===== src/rtl/iter_mac.sv =====
`default_nettype none
// ============================================================================
// Module      : iter_mac
// Description : Iterative multiply / multiply-accumulate unit (MULT, MADD,
//               MSUB). Retires BPC multiplier bits per cycle using a
//               sign-magnitude scheme, then applies the sign and the
//               accumulate step in a single finishing cycle.
// Revision    : 1.0 - initial release
// ============================================================================
module iter_mac #(
  parameter int WIDTH = 32,
  parameter int BPC   = 2
) (
  input  logic                 clk,
  input  logic                 rst,
  input  logic                 start_i,
  input  logic [1:0]           op_i,
  input  logic                 signed_i,
  input  logic [WIDTH-1:0]     opa_i,
  input  logic [WIDTH-1:0]     opb_i,
  input  logic [2*WIDTH-1:0]   acc_i,
  input  logic                 annul_i,
  output logic                 busy_o,
  output logic                 done_o,
  output logic [2*WIDTH-1:0]   result_o
);

  // --------------------------------------------------------------------------
  // Constants
  // --------------------------------------------------------------------------
  localparam int c_num_steps = WIDTH / BPC;
  localparam int c_cnt_w     = $clog2(c_num_steps + 1);

  localparam logic [c_cnt_w-1:0]   c_cnt_last = c_cnt_w'(c_num_steps - 1);
  localparam logic [c_cnt_w-1:0]   c_cnt_one  = c_cnt_w'(1);
  localparam logic [WIDTH-1:0]     c_one_w    = WIDTH'(1);
  localparam logic [2*WIDTH-1:0]   c_one_2w   = (2*WIDTH)'(1);

  localparam logic [1:0] c_op_mult = 2'b00;
  localparam logic [1:0] c_op_madd = 2'b01;
  localparam logic [1:0] c_op_msub = 2'b10;
  localparam logic [1:0] c_op_rsvd = 2'b11;

  // Reject a step size that does not split the multiplier evenly.
  generate
    if ((BPC < 1) || (BPC > WIDTH) || ((WIDTH % BPC) != 0)) begin : g_bpc_check
      $error("iter_mac: BPC must be in 1..WIDTH and divide WIDTH");
    end
  endgenerate

  // --------------------------------------------------------------------------
  // State machine
  // --------------------------------------------------------------------------
  typedef enum logic [1:0] {
    S_IDLE = 2'd0,
    S_CALC = 2'd1,
    S_FIN  = 2'd2
  } state_t;

  state_t r_state;
  state_t w_state_nxt;

  // --------------------------------------------------------------------------
  // Datapath registers
  // --------------------------------------------------------------------------
  // The multiplicand is kept pre-shifted to the current bit position so each
  // CALC step only needs a small shift-and-add, not a variable barrel shift.
  logic [2*WIDTH-1:0] r_mag_a_sh;
  logic [WIDTH-1:0]   r_mag_b;
  logic               r_neg;
  logic [1:0]         r_op;
  logic [2*WIDTH-1:0] r_acc;
  logic [2*WIDTH-1:0] r_p;
  logic [c_cnt_w-1:0] r_cnt;

  // --------------------------------------------------------------------------
  // Combinational helpers
  // --------------------------------------------------------------------------
  logic               w_accept;
  logic               w_neg_a;
  logic               w_neg_b;
  logic [WIDTH-1:0]   w_abs_a;
  logic [WIDTH-1:0]   w_abs_b;
  logic [2*WIDTH-1:0] w_pp;
  logic [2*WIDTH-1:0] w_prod;
  logic [2*WIDTH-1:0] w_result;
  logic               w_last_step;

  assign w_accept    = start_i & ~annul_i & (op_i != c_op_rsvd);
  assign w_neg_a     = signed_i & opa_i[WIDTH-1];
  assign w_neg_b     = signed_i & opb_i[WIDTH-1];
  // For the most negative value the two's-complement negation wraps back to
  // 2^(WIDTH-1), which is exactly the unsigned magnitude we want.
  assign w_abs_a     = w_neg_a ? (~opa_i + c_one_w) : opa_i;
  assign w_abs_b     = w_neg_b ? (~opb_i + c_one_w) : opb_i;
  assign w_last_step = (r_cnt == c_cnt_last);
  assign busy_o      = (r_state != S_IDLE);

  // Partial product for the BPC low multiplier bits at the current position.
  always_comb begin
    w_pp = '0;
    for (int i = 0; i < BPC; i++) begin
      if (r_mag_b[i]) begin
        w_pp = w_pp + (r_mag_a_sh << i);
      end
    end
  end

  // Apply the sign to the magnitude product, then the accumulate step.
  always_comb begin
    w_prod   = r_neg ? (~r_p + c_one_2w) : r_p;
    w_result = w_prod;
    case (r_op)
      c_op_mult: w_result = w_prod;
      c_op_madd: w_result = r_acc + w_prod;
      c_op_msub: w_result = r_acc - w_prod;
      default:   w_result = w_prod;
    endcase
  end

  // State register.
  always_ff @(posedge clk) begin
    if (rst) begin
      r_state <= S_IDLE;
    end else begin
      r_state <= w_state_nxt;
    end
  end

  // Next-state logic; a flush always returns to IDLE.
  always_comb begin
    w_state_nxt = r_state;
    case (r_state)
      S_IDLE: begin
        if (w_accept) begin
          w_state_nxt = S_CALC;
        end
      end
      S_CALC: begin
        if (w_last_step) begin
          w_state_nxt = S_FIN;
        end
      end
      S_FIN: begin
        w_state_nxt = S_IDLE;
      end
      default: begin
        w_state_nxt = S_IDLE;
      end
    endcase
    if (annul_i) begin
      w_state_nxt = S_IDLE;
    end
  end

  // Operand capture on accept, then one shift-and-add step per CALC cycle.
  always_ff @(posedge clk) begin
    if (rst) begin
      r_mag_a_sh <= '0;
      r_mag_b    <= '0;
      r_neg      <= 1'b0;
      r_op       <= c_op_mult;
      r_acc      <= '0;
      r_p        <= '0;
      r_cnt      <= '0;
    end else begin
      case (r_state)
        S_IDLE: begin
          if (w_accept) begin
            r_mag_a_sh <= {{WIDTH{1'b0}}, w_abs_a};
            r_mag_b    <= w_abs_b;
            r_neg      <= signed_i & (opa_i[WIDTH-1] ^ opb_i[WIDTH-1]);
            r_op       <= op_i;
            r_acc      <= acc_i;
            r_p        <= '0;
            r_cnt      <= '0;
          end
        end
        S_CALC: begin
          r_p        <= r_p + w_pp;
          r_mag_a_sh <= r_mag_a_sh << BPC;
          r_mag_b    <= r_mag_b >> BPC;
          r_cnt      <= r_cnt + c_cnt_one;
        end
        default: begin
          r_p <= r_p;
        end
      endcase
    end
  end

  // Publish the result and pulse done on leaving FIN, unless flushed.
  always_ff @(posedge clk) begin
    if (rst) begin
      done_o   <= 1'b0;
      result_o <= '0;
    end else begin
      done_o <= (r_state == S_FIN) & ~annul_i;
      if ((r_state == S_FIN) && !annul_i) begin
        result_o <= w_result;
      end
    end
  end

endmodule
`default_nettype wire


===== config.mk =====
export PLATFORM = sky130hd
export DESIGN_NAME = iter_mac
export DESIGN_NICKNAME = d
export VERILOG_FILES = /design/src/rtl/iter_mac.sv
export SDC_FILE = /design/constraint.sdc
export NUM_CORES = 1
export LEC_CHECK = 0
export BUFFER_PORTS_ARGS = -buffer_cell sky130_fd_sc_hd__buf_4
export CORE_ASPECT_RATIO = 0.5
export CORE_UTILIZATION = 38
export DETAILED_ROUTE_END_ITERATION = 7
export SLEW_MARGIN = 40
export SYNTH_ARGS = -nofsm -noshare
export SYNTH_HDL_FRONTEND = slang
export SYNTH_SLANG_ARGS = --single-unit

===== constraint.sdc =====
create_clock -name clk -period 9 [get_ports clk]
set_input_delay 1.8 -clock clk [delete_from_list [all_inputs] [get_ports clk]]
set_output_delay 1.8 -clock clk [all_outputs]
set_load 0.02 [all_outputs]

## Yosys cells after proc, flatten, opt, wreduce, memory -nomap -nowiden

Index checks and enable logic that the tools add are counted.
W data, S select, Z words.

- $add $sub $neg: 8
- Equality and inequality tests: 8
- Multiplexer cells: 17
- Bitwise operators: 11
- Reduce and logical (&&, ||, !) cells: 9

Operators with widths:

| cell | number |
|---|---|
| $pmux W64 S2 | 3 |
| $mux W64 | 5 |
| $add A64 B64 Y64 | 3 |
| $mux W32 | 3 |
| $add A32 B1 Y32 const B | 2 |
| $add A64 B1 Y64 const B | 1 |
| $not A32 Y32 | 2 |
| $not A64 Y64 | 1 |
| $pmux W32 S2 | 1 |
| $sub A64 B64 Y64 | 1 |
| $pmux W5 S2 | 1 |
| $and A1 B1 Y1 | 6 |
| $ne A2 B2 Y1 const B | 3 |
| $reduce_and A2 Y1 | 3 |
| $add A5 B1 Y5 const B | 1 |
| $eq A5 B4 Y1 const B | 1 |
| $mux W5 | 1 |
| $eq A2 B1 Y1 const B | 2 |
| $eq A2 B2 Y1 const B | 2 |
| $mux W2 | 2 |
| $pmux W2 S2 | 1 |
| $reduce_bool A2 Y1 | 2 |
| $logic_not A2 Y1 | 1 |
| $reduce_or A2 Y1 | 1 |
| other kinds (4) | 4 |

- Register bits: 299
- Input port bits: 135
- Output and inout bits: 66
- Logic and storage cells: 63

## Longest topological paths before layout

- Depth in word-level cells: 5
- Depth in mapped cells: 35
- Depth with buffers taken out: 30

## Worst setup path before layout

No wires, ideal clock.

- Path type: register -> register
- Start: reg r_mag_b[0]
- End: reg r_p[63]
- Setup time: 0.114 ns
- Data arrival time: 7.083 ns
- Required time: 8.886 ns
- Path slack: 1.803 ns
- Stages on the path, launching flop included: 35
- Buffers on the path: 5
- Clock period less this slack: 7.197 ns
- Cell sequence: dfxtp_1 -> clkbuf_1 -> clkbuf_1 -> clkbuf_1 -> clkbuf_1 -> clkbuf_1 -> nand2_1 -> inv_1 -> ha_1 -> inv_1 -> fa_1 -> nor2b_1 -> nor2b_1 -> o21a_1 -> o211ai_1 -> a311o_1 -> a2111o_1 -> a31oi_1 -> a21o_1 -> a31oi_1 -> xnor2_1 -> mux2_2 -> ha_1 -> nand4_1 -> nor2_1 -> nand2_1 -> or3_1 -> o22ai_1 -> a21oi_1 -> a21oi_1 -> a41oi_1 -> a21oi_1 -> xor3_1 -> mux2i_1 -> a21o_1

- Cells in the longest elaborated chain, start to end: 5

RTL lines:

| item | line | text |
|---|---|---|
| from (decl) | 69 | `logic [WIDTH-1:0] r_mag_b;` |
| from (signal assigned) | 171 | `r_mag_b <= w_abs_b;` |
| from (signal assigned) | 182 | `r_mag_b <= r_mag_b >> BPC;` |
| $mux W64 (*) | 103 | `if (r_mag_b[i]) begin` |
| $add A64 B64 Y64 | 104 | `w_pp = w_pp + (r_mag_a_sh << i);` |
| $mux W64 (*) | 103 |  |
| $add A64 B64 Y64 (*) | 180 | `r_p <= r_p + w_pp;` |
| $pmux W64 S2 (*) | 167 | `case (r_state)` |
| to (signal assigned) | 180 |  |
| to (signal assigned) | 186 | `r_p <= r_p;` |
| to (decl) | 73 | `logic [2*WIDTH-1:0] r_p;` |

Mark *: on every way between the ends. The rest lies on a longest branch, timed or not.
A chain may end at the register's enable or synchronous reset.

## Final worst setup path

- Start: reg r_p[1]
- End: reg result_o[59]

- Cells in the longest elaborated chain, start to end: 5
- Elaborated cells on any way between the ends: 6
- Classes of those cells: 3 x add/sub; 2 x mux; 1 x bitwise

RTL lines:

| item | line | text |
|---|---|---|
| $not A64 Y64 | 111 | `w_prod = r_neg ? (~r_p + c_one_2w) : r_p;` |
| $add A64 B1 Y64 | 111 |  |
| $mux W64 (*) | 111 |  |
| $sub A64 B64 Y64 or $add A64 B64 Y64 (tied branches) | 116, 115 |  |
| $pmux W64 S2 (*) | 113 | `case (r_op)` |
| to (signal assigned) | 200 | `result_o <= w_result;` |
| to (decl) | 25 | `output logic [2*WIDTH-1:0] result_o` |

Marks and branches as above.

==> results_dict.tcl <==
set metrics [dict create \
    fin_nets 4135 \
    diodes 0 \
    rsz0062_at_grt "no" \
    slew_headroom_pct 43.9 \
    ys_seq_area_share_pct 21.7 \
    cts_buffer_depth 3 \
    hp-start "r_mag_b[2]" \
    cts_made_buffers 34 \
    violations "design-rule violations" \
    antenna_left 0 \
    fin_setup_tns_ps 0 \
    die_w_microns 383 \
    required_ps 9450 \
    clk_pin_slew_worst_paths_ps 60 \
    final_hold_viol_count 0 \
    synth-main-ff-cell "dfxtp_1" \
    drc 6 \
    maxSlewViolCount 0 \
    tritoncts "done" \
    dr.pass1.iters 8 \
    synthArstFlopShare_pct 0 \
    htree_levels 2 \
    die_h_microns 193 \
    io_buffers 200 \
    ys_seq_elements 299 \
    yosys_warnings 0 \
    cp_slowest_cell "o41ai_1" \
    cts_resized 0 \
    start_util_pct 38.6 \
    cts_setup_buffers 0 \
    grt_antenna_before_repair 4 \
    synth-edff-count 0 \
    p_leak_nw 12.9 \
    path_max_fanout 9 \
    grt_max_degree 132 \
    worst_pin_slew_ps 836 \
    drive_above_1_share_pct 9.61 \
    stdcell_area_sq_um 30800 \
    max_clock_freq_ghz 0.132 \
    wl_per_cell_microns 18.8 \
    dpl_cell_area_sq_um 29600 \
    worst_ep_arrival_time_ps 8010 \
    hpwl_mm 67.5 \
    setup_viol 0 \
    syn_area_per_cell_sq_um 7.24 \
    syn_inst 3817 \
    setup_ws_ps 1430 \
    critPathLaunchType "flip-flop" \
    grtUsageTotal_pct 23.7 \
    vias_per_cell 5.80 \
    fp.coreArea_sq_um 71500 \
    r2r_start "r_p[1]" \
    maxCapViolations 0 \
    grt_pass1_wl_mm 141 \
    period_share_pct 84.1 \
    overflow 0 \
    row_count 69 \
    via_count 27800 \
    hold_buffers 0 \
    powerDensity_nw_per_um2 126 \
    gp_congestion 0.933 \
    dr.first_iter.drc_count 2412 \
    hold_class "flip-flop to flip-flop" \
    first_global_vias 25500 \
    cp-end-kind "flip-flop" \
    status "complete, but fails checks" \
    period_needed_ps 7570 \
    clock_skew_ps 30.9 \
    dieArea_sq_um 73800 \
    crit_top_cell "nor2_1" \
    routed_wl_mm 90.3 \
    clk_latency_ps 600 \
    synth.distinct_cells 84 \
    max_stage_delay_ps 570 \
    critPathLaunch "r_p[1]" \
    setup.worst_path.class "flip-flop to flip-flop" \
    netlist_area_sq_um 27600 \
    clkSinkCount 299 \
    power_w 0.00386 \
    root_buffer "clkbuf_16" \
    vdd_drop_max_uv 108 \
    place_ws_ps 1180 \
    ios 201 \
    syn_to_final_growth_pct 11.4 \
    synth_nets 4136 \
]
cell families after synthesis:
| kind of cell | Yosys count | share of synthesized area [%] |
|---|---|---|
| AND/OR/NAND/NOR | 1328 | 22.6 |
| AO/OA/AOI/OAI | 1230 | 28.3 |
| XOR/XNOR | 369 | 11.8 |
| buffers and inverters | 343 | 4.74 |
| flip-flops | 299 | 21.7 |
| adder cells (fa/ha/maj) | 185 | 8.45 |
| multiplexers | 63 | 2.48 |
final cells by class:
cell class	instances	area, sq um
clock buffers	44	960
clock inverters	14	201
fillers	7446	40700
inverters	87	327
multi-input cells	3175	20400
flip-flops and latches	299	5990
well taps	958	1200
repair buffers	219	1710
synthesized netlist by cell type, types with 83 or more instances:
master    count  area, sq um
a21o_1      118          886
a21oi_1     460         2300
a22oi_1      83          623
clkbuf_1    237          890
dfxtp_1     299         5990
ha_1        181         2260
inv_1        87          327
nand2_1     510         1910
nand3_1     109          546
nor2_1      289         1080
nor3_1       84          420
o21ai_0     178          891
xnor2_1     194         1700
xor2_1      174         1520
final timing paths:
path / endpoint / slack, ps / depth (start not counted)
worst max-delay path: result_o[59] / 1430 / 28
worst max register to register: result_o[59] / 1430 / 28
worst min register to register: r_mag_b[2] / 450 / 2
worst min-delay path: r_mag_b[2] / 450 / 2
critical path, delay by kind of cell, from the launching register on:
kind	cells	cell delay, ps
AOI/OAI and AO/OA	12	3220
and+or+nand+nor	9	2090
adders and majority gates	2	740
xor gates and xnor gates	3	650
DFF	1	370
buffers and inverters	2	350
layer usage:
layer,track usage (%),wire length (microns),vias to the layer above
met4,6.68,2150,6
li1,-,-,13800
met5,0,34,-
met3,4.87,6820,125
met2,34.4,36600,819
met1,34.7,44700,13100
cell usage in the layout, fill, tap and decap left out, types with 25 or more instances in the layout:
master     count
buf_4        208
nor2b_1       32
ha_1         180
a21oi_1      460
o21ai_0      177
xnor2_1      194
nand3_1      109
and2_1        72
a31oi_1       47
o21bai_1      30
nand2b_1      29
o21a_1        31
nand4_1       47
o31ai_1       38
inv_1         86
o41ai_1       25
dfxtp_1      296
mux2_2        44
nor3_1        83
nand2_1      509
o211ai_1      36
clkbuf_16     35
a211oi_1      32
xor2_1       174
a22oi_1       83
or3_1         39
a21o_1       118
nor2_1       285
state kept, by name, indices dropped and copies added (netlist names):
register / cells
r_mag_a_sh: 64
r_neg: 1
result_o: 64
r_p: 64
r_op: 2
r_mag_b: 32
r_state: 2
r_cnt: 5
r_acc: 64
done_o: 1
through the flow:
stage	std cells	hold slack, ps	util, %
finish	4796	454	43.1
global route	4796	472	43.1
CTS	4796	456	43.0
detailed placement	4738	449	41.4
global placement	4737	442	41.3
floorplan	3817	432	-
where the power goes:
part	internal, W	switching, W	total [W]
Clock	0.000874	0.000643	0.00152
Sequential	0.00135	0.0000391	0.00139
Combinational	0.000387	0.000568	0.000955
(Power assumes the default switching activity.)
